`config.mk`:
```
export PLATFORM = sky130hd
export DESIGN_NAME = serial_mod_detector
export DESIGN_NICKNAME = d
export VERILOG_FILES = /design/src/rtl/serial_mod_detector.sv
export SDC_FILE = /design/constraint.sdc
export NUM_CORES = 1
export LEC_CHECK = 0
export CORE_MARGIN = 3
export CORE_UTILIZATION = 31
export CTS_BUF_LIST = sky130_fd_sc_hd__clkbuf_8
export CTS_CLUSTER_SIZE = 25
export DETAILED_ROUTE_END_ITERATION = 6
export PLACE_DENSITY = 0.55
export SETUP_SLACK_MARGIN = 0.2
export SYNTH_ARGS = -nofsm -noshare
export SYNTH_HDL_FRONTEND = slang
export SYNTH_SLANG_ARGS = --single-unit
```
`constraint.sdc`:
```
create_clock -name clk -period 6.5 [get_ports clk]
set_input_delay 1.625 -clock clk [delete_from_list [all_inputs] [get_ports clk]]
set_output_delay 1.625 -clock clk [all_outputs]
set_load 0.02 [all_outputs]
```
`src/rtl/serial_mod_detector.sv`:
```
// serial_mod_detector: bit-serial running remainder modulo DIVISOR.
// A number is streamed one bit per qualified cycle, MSB-first or LSB-first
// (chosen on its first bit). dout flags "value so far is a multiple of
// DIVISOR" for every bit of the number currently in progress.
//
// Input handshake: din_valid qualifies din/start/lsb_first on each posedge.
// There is no ready; every qualified bit is consumed on the edge where it is
// presented, and nothing changes on cycles with din_valid=0.
module serial_mod_detector #(
    parameter int DIVISOR = 5,
    parameter int CNT_W   = 8,
    localparam int RW     = (DIVISOR > 2) ? $clog2(DIVISOR) : 1
) (
    input  logic             clk,
    input  logic             reset,
    input  logic             din_valid,
    input  logic             din,
    input  logic             start,
    input  logic             lsb_first,
    output logic             dout,
    output logic [RW-1:0]    rem,
    output logic [CNT_W-1:0] nbits,
    output logic             active
);

    // Divisor and constants at the widened (RW+1) arithmetic width.
    localparam logic [RW:0]       DIV_W    = (RW + 1)'(DIVISOR);
    localparam logic [RW-1:0]     POW_INIT = RW'(2 % DIVISOR);
    localparam logic [RW-1:0]     POW_RST  = RW'(1);
    localparam logic [CNT_W-1:0]  CNT_MAX  = {CNT_W{1'b1}};

    logic [RW-1:0]    rem_q,    rem_d;
    logic [RW-1:0]    pow_q,    pow_d;
    logic             mode_q,   mode_d;
    logic [CNT_W-1:0] nbits_q,  nbits_d;
    logic             active_q, active_d;
    logic             dout_q,   dout_d;

    logic [RW:0] msb_sum;
    logic [RW:0] lsb_sum;
    logic [RW:0] pow_dbl;
    logic        first_bit;

    // Any operand here is below 2*DIVISOR, so one conditional subtract
    // brings it back into range.
    function automatic logic [RW-1:0] reduce(input logic [RW:0] x);
        logic [RW:0] t;
        t = (x >= DIV_W) ? (x - DIV_W) : x;
        return t[RW-1:0];
    endfunction

    // Next-state computation for remainder, weight, mode, count and flags.
    always_comb begin
        rem_d     = rem_q;
        pow_d     = pow_q;
        mode_d    = mode_q;
        nbits_d   = nbits_q;
        active_d  = active_q;
        // 2*rem + din is just the remainder with din appended.
        msb_sum   = {rem_q, din};
        lsb_sum   = {1'b0, rem_q} + (din ? {1'b0, pow_q} : '0);
        pow_dbl   = {pow_q, 1'b0};
        first_bit = start || !active_q;

        if (din_valid) begin
            if (first_bit) begin
                mode_d   = lsb_first;
                rem_d    = RW'(din);
                pow_d    = POW_INIT;
                nbits_d  = CNT_W'(1);
                active_d = 1'b1;
            end else begin
                if (mode_q) begin
                    rem_d = reduce(lsb_sum);
                    pow_d = reduce(pow_dbl);
                end else begin
                    rem_d = reduce(msb_sum);
                end
                nbits_d = (nbits_q == CNT_MAX) ? nbits_q : (nbits_q + CNT_W'(1));
            end
        end

        dout_d = active_d && (rem_d == '0);
    end

    // State registers with synchronous reset taking priority over any bit.
    always_ff @(posedge clk) begin
        if (reset) begin
            rem_q    <= '0;
            pow_q    <= POW_RST;
            mode_q   <= 1'b0;
            nbits_q  <= '0;
            active_q <= 1'b0;
            dout_q   <= 1'b0;
        end else begin
            rem_q    <= rem_d;
            pow_q    <= pow_d;
            mode_q   <= mode_d;
            nbits_q  <= nbits_d;
            active_q <= active_d;
            dout_q   <= dout_d;
        end
    end

    assign dout   = dout_q;
    assign rem    = rem_q;
    assign nbits  = nbits_q;
    assign active = active_q;

endmodule

```
==> flow_metrics.env, run 1 <==
export IMPL_setup_violations=0
export IMPL_cts_max_path_buffers=2
export IMPL_hold_path_depth=2
export IMPL_final_util_pct=42.0
export IMPL_ys_types=38
export IMPL_grtUsageTotal_pct=12.7
export IMPL_post_cts_buffers=0
export IMPL_clockPowerShare_pct=33.9
export IMPL_reg2reg_depth=10
export IMPL_synthArstFlopShare_pct=0
export IMPL_period_minus_slack_ps=4520
export IMPL_synth_edf_count=0
export IMPL_synthCells=130
export IMPL_finalMaxSlewViolations=0
export IMPL_design_core_area_um2=3180
export IMPL_p_switching_uw=60.8
export IMPL_die_w_um=64.8
export IMPL_drt_initial_drc_count=15
export IMPL_clock_fmax_mhz=221
export IMPL_power_uw=228
export IMPL_hold_start="pow_q[2]"
export IMPL_synth_warnings=0
export IMPL_reg2reg_from="pow_q[0]"
export IMPL_wire_per_inst_um=12.7
export IMPL_power_density_nw_per_um2=171
export IMPL_final_nets=164
export IMPL_grt_pass1_wl_um=4250
export IMPL_path_class="input port to register"
export IMPL_fin_area_um2=1340
export IMPL_num_antenna_cells=0
export IMPL_antenna_found_initial=0
export IMPL_synth_ff_type="dfxtp_1"
export IMPL_pwr_share_comb_pct=16.7
export IMPL_post_cts_resized=0
export IMPL_mostFrequentLayoutCells="18 x clkdlybuf4s50_1, 17 x nor2_1, 17 x dfxtp_1"
export IMPL_dr_pass1_iters=4
export IMPL_finalClockSkew_ps=4.80
export IMPL_place_area_um2=1290
export IMPL_start_util_pct=33.7
export IMPL_synthesis_nets=145
export IMPL_hold_class="register to register"
export IMPL_cts_htree_levels=1
export IMPL_clock_sinks=17
export IMPL_worstMarginPinSlew_ps=594
export IMPL_io_buffers=18
export IMPL_routed_via_count=995
export IMPL_max_slew_margin_rel_pct=60.3
export IMPL_r2r_slack_ps=3530
export IMPL_run_status="completed"
export IMPL_rows=20
export IMPL_min_to="pow_q[2]"
export IMPL_ios=19
export IMPL_critPathMaxFanout=7
export IMPL_crit_family="adder cells"
export IMPL_syn2layout_area_growth_pct=24.5
export IMPL_cp_end_kind="register"
export IMPL_drc_errors=0
export IMPL_die_height_um=64.8
export IMPL_synth_area_um2=1070
export IMPL_internal_power_uw=167
export IMPL_cts_buffers=3
export IMPL_seq_power_share_pct=49.4
export IMPL_critPathLaunchType="input port"
export IMPL_grt_setup_unrepaired="no"
export IMPL_cp_common_cell="ha_1"
export IMPL_hold_viol=0
export IMPL_maxCapViolCount=0
export IMPL_via_per_inst=5.18
export IMPL_setup_tns_ps=0
export IMPL_layout_drive_gt1_share_pct=4.73
export IMPL_ant_nets=0
export IMPL_period_share_pct=69.6
export IMPL_routed_wl_um=2430
export IMPL_critPathRequiredTime_ps=6690
export IMPL_cp_data_arrival_time_ps=4710
export IMPL_place_congestion=0.950
export IMPL_clk_latency_ps=250
export IMPL_synth_avg_cell_area_um2=8.25
export IMPL_worst_r2r_endpoint="dout"
export IMPL_swShare_pct=26.7
export IMPL_grt_pass1_vias=926
export IMPL_die_area_um2=4200
export IMPL_critPathMaxStageDelay_ps=520
export IMPL_grt_max_degree=14
export IMPL_fill_cells=325
export IMPL_cts_tree="built"
export IMPL_hold_buffers=0
export IMPL_clkTransAtPathRegs_ps=70
export IMPL_cts_root_buffer="clkbuf_8"
export IMPL_startpoint="din"
export IMPL_crit_slowest_cell="fa_1"
export IMPL_ir_drop_mv=0.143
export IMPL_grt_overflow=0
export IMPL_critPathBufInv=2
export IMPL_crit_chain="clkdlybuf4s50_1, and2_1, ha_1, fa_1, inv_1, ha_1, nand2b_1, a221oi_1, mux2_2, o31ai_1, and4_1"
export IMPL_synth_seq_cells=17
export IMPL_place_hpwl_um=1850
export IMPL_seq_area_frac_synth_pct=31.7
export IMPL_leakage_nw=0.514
export IMPL_layout_cells_most_common="clkdlybuf4s50_1"
cell families after synthesis:
group	share of synthesized area [%]
buf+inv	4.78
flops	31.7
simple gates	23.8
xor+xnor	4.90
mux	2.92
compound gates	20.7
fa+ha+maj	11.2
synth_stat cells (all sizes together) (3+ instances only):
cell     n  area [µm²]
dfxtp   17         340
inv      9        33.8
xnor2    5        43.8
and2     3        18.8
nor3     4        20.0
ha       8         100
a21oi   10        50.1
nor2    17        63.8
nand2    9        33.8
nand3    4        20.0
nand2b   5        31.3
o21ai    5        25.0
sequential cells by signal, summed over array words and instances, names as in the netlist:
| register | flops |
|---|---|
| nbits | 8 |
| pow_q | 3 |
| rem | 3 |
| dout | 1 |
| mode_q | 1 |
| active | 1 |
stage by stage:
stage / hold slack (ps) / setup slack, ps / cells
global route: 567 / 1760 / 192
finish: 526 / 1980 / 192
floorplan: 483 / 2520 / 130
detailed placement: 514 / 1730 / 188
CTS: 529 / 1980 / 192
global placement: 511 / 1880 / 188
worst max path at each step:
stage / end / slack, ps / cells after the start
global placement: dout / 1880 / 11
detailed placement: dout / 1730 / 11
global route: dout / 1760 / 11
CTS: dout / 1980 / 11
floorplan: dout / 2520 / 10
finish: dout / 1980 / 11
power by group through the flow:
stage / registers (mW) / logic, mW / clock network [mW]
after floorplan: 0.115 / 0.0239 / 0
after CTS: 0.112 / 0.0384 / 0.0804
final: 0.112 / 0.0380 / 0.0772
after global placement: 0.115 / 0.0371 / 0
after global routing: 0.113 / 0.0422 / 0.0871
after detailed placement: 0.115 / 0.0381 / 0
layout make-up:
type                       count  area (µm²)  area share, %
multi-input combinational    100         681           51.0
tap                           44        55.1           4.12
inverter                       9        33.8           2.53
timing repair buffer          18         180           13.5
sequential                    17         340           25.5
clock buffer                   3        41.3           3.09
clock inverter                 1        3.75          0.281
layer usage:
metal	global-route usage [%]	part of all wire, %	vias up	wire length (µm)
met5	0	0	-	0
met4	5.28	1.8	0	44
met3	4.68	5.7	6	138
met2	20.4	45	21	1080
met1	15.3	48	473	1160
li1	-	-	495	-
worst reg2reg max path: stages, from the launching register on:
cell      delay [ps]
dfxtp_1          360
and2_1           160
ha_1             210
fa_1             520
inv_1             70
ha_1             170
nand2b_1         130
a221oi_1         420
mux2_2           390
o31ai_1          240
and4_1           230
Power figures use the tool's default switching activity.
==> run 2, diff against run 1 <==
clock period = 4.2 ns   (was 6.5 ns; I/O delays follow)
==> flow_metrics.env, run 2 (same netlist as run 1, synthesis figures left out) <==
export IMPL_run_status="completed"
export IMPL_hold_class="register to register"
export IMPL_die_height_um=64.8
export IMPL_post_cts_resized=0
export IMPL_cts_max_path_buffers=2
export IMPL_hold_buffers=0
export IMPL_drt_initial_drc_count=35
export IMPL_period_share_pct=90.0
export IMPL_place_area_um2=1300
export IMPL_setup_violations=0
export IMPL_finalMaxSlewViolations=0
export IMPL_clkTransAtPathRegs_ps=70
export IMPL_critPathLaunchType="input port"
export IMPL_cp_end_kind="register"
export IMPL_grt_pass1_wl_um=4020
export IMPL_setup_tns_ps=0
export IMPL_drc_errors=0
export IMPL_antenna_found_initial=0
export IMPL_layout_cells_most_common="clkdlybuf4s50_1"
export IMPL_fin_area_um2=1350
export IMPL_num_antenna_cells=0
export IMPL_wire_per_inst_um=12.7
export IMPL_cts_root_buffer="clkbuf_8"
export IMPL_ir_drop_mv=0.157
export IMPL_grt_setup_unrepaired="no"
export IMPL_die_area_um2=4200
export IMPL_critPathMaxFanout=3
export IMPL_maxCapViolCount=0
export IMPL_clock_fmax_mhz=264
export IMPL_path_class="input port to register"
export IMPL_max_slew_margin_rel_pct=60.3
export IMPL_grt_overflow=0
export IMPL_mostFrequentLayoutCells="18 x clkdlybuf4s50_1, 17 x nor2_1, 17 x dfxtp_1"
export IMPL_cts_htree_levels=1
export IMPL_routed_wl_um=2440
export IMPL_hold_path_depth=2
export IMPL_hold_viol=0
export IMPL_reg2reg_depth=10
export IMPL_via_per_inst=5.11
export IMPL_place_hpwl_um=1820
export IMPL_clk_latency_ps=250
export IMPL_dr_pass1_iters=4
export IMPL_worstMarginPinSlew_ps=594
export IMPL_largest_reg_flops=8
export IMPL_cts_buffers=3
export IMPL_power_density_nw_per_um2=265
export IMPL_place_congestion=0.794
export IMPL_clock_sinks=17
export IMPL_start_util_pct=33.7
export IMPL_design_core_area_um2=3180
export IMPL_grtUsageTotal_pct=12.0
export IMPL_period_minus_slack_ps=3780
export IMPL_rows=20
export IMPL_routed_via_count=986
export IMPL_layout_drive_gt1_share_pct=6.71
export IMPL_critPathRequiredTime_ps=4390
export IMPL_power_uw=358
export IMPL_finalClockSkew_ps=4.01
export IMPL_ant_nets=0
export IMPL_ios=19
export IMPL_grt_max_degree=14
export IMPL_post_cts_buffers=0
export IMPL_final_nets=165
export IMPL_cp_data_arrival_time_ps=3980
export IMPL_die_w_um=64.8
export IMPL_grt_pass1_vias=898
export IMPL_leakage_nw=0.520
export IMPL_syn2layout_area_growth_pct=25.9
export IMPL_cts_tree="built"
export IMPL_io_buffers=18
==> run 2: changes by cell type in the layout (fill, tap and decap cells not counted) <==
cell / before / now
clkinv_2: 0 / 1
a221oi_1: 1 / 0
buf_4: 0 / 1
a221oi_2: 0 / 1
inv_1: 10 / 9
==> run 2: worst max-delay path, stage by stage <==
cell and delay [ps]:
clkdlybuf4s50_1 430, and2_1 170, ha_1 210, fa_1 520, inv_1 70, ha_1 170, nand2b_1 150, a221oi_2 320
mux2_2 370, o31ai_1 270, and4_1 240
==> run 2: per-layer routing <==
layer | vias up | global-route usage, % | part of all wire, %
met1 | 463 | 15.6 | 50
met2 | 21 | 19.2 | 44
met3 | 4 | 3.29 | 4.8
met4 | 0 | 3.96 | 1.1
li1 | 498 | - | -
met5 | - | 0 | 0
==> run 2: stage by stage <==
step                utilization [%]  hold slack, ps  cells  worst slack (ps)
global placement               40.8             518    189               223
finish                         42.5             541    193               418
floorplan                         -             483    130               797
global route                   42.5             576    193               265
detailed placement             40.8             533    189              75.6
CTS                            42.3             546    193               295
==> run 2: area by class of cell <==
class / instances / area (µm²)
timing repair buffer: 19 / 188
clock inverter: 1 / 5.00
sequential: 17 / 340
multi-input combinational: 100 / 687
fill: 334 / 1830
tap: 44 / 55.1
inverter: 9 / 33.8
clock buffer: 3 / 41.3
==> run 2: path summary, 6_finish.rpt <==
| check | startpoint | endpoint | slack, ps |
|---|---|---|---|
| max | din | dout | 420 |
| min reg2reg | active | active | 540 |
| min | active | active | 540 |
| max reg2reg | pow_q[0] | dout | 1300 |
==> run 2: power breakdown <==
| group | switching (mW) | internal [mW] |
|---|---|---|
| Sequential | 0.00730 | 0.166 |
| Combinational | 0.0320 | 0.0276 |
| Clock | 0.0591 | 0.0659 |
==> run 3, diff against run 2 <==
CORE_UTILIZATION = 49   (was 31)
PLACE_DENSITY = 0.8   (was 0.55)
==> flow_metrics.env, run 3 (same netlist as run 1, synthesis figures left out) <==
export IMPL_grt_overflow=0
export IMPL_routed_via_count=969
export IMPL_grt_pass1_vias=904
export IMPL_max_slew_margin_rel_pct=63.1
export IMPL_ant_nets=0
export IMPL_place_area_um2=1270
export IMPL_route_met3_wl_um=80
export IMPL_grtUsageTotal_pct=18.9
export IMPL_leakage_nw=0.517
export IMPL_cts_htree_levels=1
export IMPL_reg2reg_from="pow_q[0]"
export IMPL_dr_wl_met2_um=1130
export IMPL_power_uw=351
export IMPL_via_per_inst=5.54
export IMPL_hold_buffers=0
export IMPL_r2r_slack_ps=1270
export IMPL_hold_viol=0
export IMPL_final_nets=164
export IMPL_power_density_nw_per_um2=266
export IMPL_period_minus_slack_ps=3890
export IMPL_largest_reg_flops=8
export IMPL_wire_per_inst_um=13.5
export IMPL_grt_setup_unrepaired="no"
export IMPL_worst_hold_slack_ps=527
export IMPL_worstMarginPinSlew_ps=552
export IMPL_place_congestion=0.798
export IMPL_dr_pass1_iters=4
export IMPL_die_height_um=52.8
export IMPL_period_share_pct=92.5
export IMPL_min_to="active"
export IMPL_hold_path_depth=2
export IMPL_critPathMaxFanout=7
export IMPL_drt_initial_drc_count=24
export IMPL_cts_tree="built"
export IMPL_io_buffers=18
export IMPL_num_antenna_cells=0
export IMPL_cp_data_arrival_time_ps=4080
export IMPL_hold_class="register to register"
export IMPL_worst_r2r_endpoint="dout"
export IMPL_fill_cells=167
export IMPL_cts_root_buffer="clkbuf_8"
export IMPL_clock_fmax_mhz=257
export IMPL_die_area_um2=2790
export IMPL_path_class="input port to register"
export IMPL_finalClockSkew_ps=2.42
export IMPL_clkTransAtPathRegs_ps=60
export IMPL_cts_max_path_buffers=2
export IMPL_ir_drop_mv=0.238
export IMPL_start_util_pct=53.0
export IMPL_critPathLaunchType="input port"
export IMPL_top_layer="met3"
export IMPL_maxCapViolCount=0
export IMPL_cp_end_kind="register"
export IMPL_setup_tns_ps=0
export IMPL_place_hpwl_um=1750
export IMPL_clock_sinks=17
export IMPL_post_cts_buffers=0
export IMPL_syn2layout_area_growth_pct=23.1
export IMPL_clk_latency_ps=250
export IMPL_ios=19
export IMPL_finalMaxSlewViolations=0
export IMPL_fin_area_um2=1320
export IMPL_drc_errors=0
export IMPL_grt_pass1_wl_um=3960
export IMPL_critPathRequiredTime_ps=4390
export IMPL_run_status="completed"
export IMPL_design_core_area_um2=2020
export IMPL_layout_drive_gt1_share_pct=5.41
export IMPL_cts_buffers=3
export IMPL_met1Wirelength_um=1160
export IMPL_antenna_found_initial=0
export IMPL_die_w_um=52.8
export IMPL_setup_violations=0
export IMPL_mostFrequentLayoutCells="18 x clkdlybuf4s50_1, 17 x nor2_1, 17 x dfxtp_1"
export IMPL_rows=16
export IMPL_routed_wl_um=2370
export IMPL_final_util_pct=65.3
export IMPL_grt_max_degree=14
export IMPL_hold_start="active"
export IMPL_place_inst=171
export IMPL_post_cts_resized=0
export IMPL_fin_cells=175
export IMPL_setup_slack_ps=314
export IMPL_reg2reg_depth=10
export IMPL_layout_cells_most_common="clkdlybuf4s50_1"
export IMPL_dpl_worst_slack_ps=26.1
run 3: cell count changes in the layout (fill, tap and decap cells not counted), sizes merged:
cell and delta:
inv +1, buf -1, clkinv -1
run 3: metal layers:
| metal | vias up | global-route usage, % |
|---|---|---|
| met5 | - | 0 |
| met4 | 0 | 1.28 |
| met3 | 0 | 5.41 |
| met2 | 15 | 30.8 |
| met1 | 458 | 25.6 |
| li1 | 496 | - |
run 3: layout make-up:
class                           count  area, µm²  share of cell area [%]
Clock inverter                      1       3.75                   0.284
Timing Repair Buffer               18        180                    13.6
Multi-Input combinational cell    100        687                    52.0
Sequential cell                    17        340                    25.8
Tap cell                           27       33.8                    2.56
Inverter                            9       33.8                    2.56
Clock buffer                        3       41.3                    3.13
run 3: worst max-delay path, cell delays in order:
cell             delay, ps
clkdlybuf4s50_1        490
and2_1                 200
ha_1                   200
fa_1                   520
inv_1                   60
ha_1                   170
nand2b_1               150
a221oi_2               340
mux2_2                 390
o31ai_1                280
and4_1                 230
run 3: power by group:
group | internal [mW] | leakage [nW] | switching [mW]
Combinational | 0.0271 | 0.351 | 0.0324
Clock | 0.0648 | 0.0269 | 0.0529
Sequential | 0.167 | 0.139 | 0.00727
Total | 0.258 | 0.517 | 0.0926
run 3: worst max-delay path by stage:
stage	start	to	slack (ps)	depth (start not counted)
after CTS	din	dout	280	11
after global placement	din	dout	180	11
final	din	dout	310	11
after detailed placement	din	dout	30	11
after global routing	din	dout	220	11
after floorplan	din	dout	800	10
==> edit: new RTL, flow settings as in run 3 <==
Reset style: asynchronous (`reset`), changed in one clocked block. Comments in the files are not updated.
--- a/src/rtl/serial_mod_detector.sv
+++ b/src/rtl/serial_mod_detector.sv
@@ -84,7 +84,7 @@
     end
 
     // State registers with synchronous reset taking priority over any bit.
-    always_ff @(posedge clk) begin
+    always_ff @(posedge clk or posedge reset) begin
         if (reset) begin
             rem_q    <= '0;
             pow_q    <= POW_RST;
Formal check against the unedited RTL: differs if reset is asserted again (counterexample within 4 cycles, from zero or initial values and one cycle with reset high); with reset held inactive, the same outputs for 10 cycles.
==> edit against run 3 <==
- first-iteration DRC count shrank 63%
- critical path type unchanged
- maximum frequency rose by 5.8%
- utilization is 1.0 points higher
- non-clock buffer count is the same
- register-to-register slack better by 0.10 ns
- worst setup slack improved by 0.21 ns
- area after synthesis rose by 5.6%
- final cell count down 3.4%
- sequential cell count did not move
- sequential share of layout area grew 5.1 points
- cell area grew 4.5%
- wire length is 2.7% higher
Power is not compared: it rests on default switching activity, and its combinational part moved more than twofold at a synthesized area within 25%.
==> edit: results (changes against run 3) <==
- The met1 usage in global routing was 26.7% (was 25.6%).
- Top Metal Used: met4 (was met3)
- Worst slack, placed: 0.268 ns (was 0.0261 ns)
- The length of routed wiring on met1 came to 1.20 mm (was 1.16 mm).
- Launch point of the worst reg-to-reg path: pow_q[0]$_DFFE_PP1P_ (was pow_q[0]$_SDFFE_PP1P_)
* Cells taking the most area after synthesis: sky130_fd_sc_hd__dfrtp_1 (35%), sky130_fd_sc_hd__ha_1 (8.8%), sky130_fd_sc_hd__o21ai_0 (4.9%) (was sky130_fd_sc_hd__dfxtp_1 (32%), sky130_fd_sc_hd__ha_1 (9.3%), sky130_fd_sc_hd__nor2_1 (6.0%))
* Worst hold-check slack: 0.548 ns (was 0.527 ns)
* Post-synthesis cell count: 123 (was 130)
- Hold Path Sink: nbits[1]$_DFFE_PP0P_ (was active$_SDFF_PP0_)
- Share of cell area taken by multi-input logic gates: 47.9% (was 52.0%)
* Proportion of synthesized flip-flops having asynchronous set or reset: 100% (was 0%)
* Transition time at the pin with the least slew margin: 0.631 ns (was 0.552 ns)
- The count of filler cells inserted in the layout was 161 (was 167).
- Outcome: finished, final reports clean (unchanged)
- Net count of the finished layout: 158 (was 164)
- The met3 track demand over resource came to 6.37% (was 5.41%).
* Final estimated routing congestion in global placement: 0.817 (was 0.798)
- Wire length on met3: 141 um (was 80 um)
* Total routing resource utilization after global routing: 19.6% (was 18.9%)
- Synth Area in Compound Gates: 21.9% (was 20.7%)
* Post-route clock skew: 0.00185 ns (was 0.00242 ns)
- Post-route insts no fill: 169 (was 175)
- R2R setup slack: 1.37 ns (was 1.27 ns)
- The post-DP HPWL came to 1.88 mm (was 1.75 mm).
* Worst Min Path Start: nbits[1]$_DFFE_PP0P_ (was active$_SDFF_PP0_)
* Critical register-to-register path endpoint: dout$_DFF_PP0_ (was dout$_SDFF_PP0_)
* Adder and majority cell fraction of the synthesized area: 10.6% (was 11.2%)
* Detailed-routed wire length on met2: 1.09 mm (was 1.13 mm)
- Number of nets in the synthesized netlist: 138 (was 145)
- Share of layout cells above drive strength 1: 7.75% (was 5.41%)
* Total vias in the final route: 957 (was 969)
* Clock-cell share: 3.26% (was 3.41%)
- Placed Area: 1340 um^2 (was 1270 um^2)
-- edit: cell types whose count changed after synthesis, sizes merged, moves of 4 or more --
cell / before / now
a21oi: 10 / 6
dfxtp: 17 / 0
nor2: 17 / 8
dfrtp: 0 / 16
o21ai: 5 / 11
-- edit: report_power, final --
group	internal, mW	total [mW]	switching [mW]
combinational	0.121	0.251	0.130
clock	0.0647	0.115	0.0503
sequential	0.190	0.232	0.0414
-- edit: critical path, cell delays in order --
cell	delay, ns
sky130_fd_sc_hd__clkdlybuf4s50_1	0.46
sky130_fd_sc_hd__inv_1	0.15
sky130_fd_sc_hd__nor2_1	0.07
sky130_fd_sc_hd__ha_1	0.21
sky130_fd_sc_hd__fa_1	0.52
sky130_fd_sc_hd__inv_1	0.07
sky130_fd_sc_hd__ha_1	0.17
sky130_fd_sc_hd__nand2b_1	0.15
sky130_fd_sc_hd__a221oi_2	0.34
sky130_fd_sc_hd__mux2_4	0.34
sky130_fd_sc_hd__a21oi_2	0.15
sky130_fd_sc_hd__and4b_1	0.19
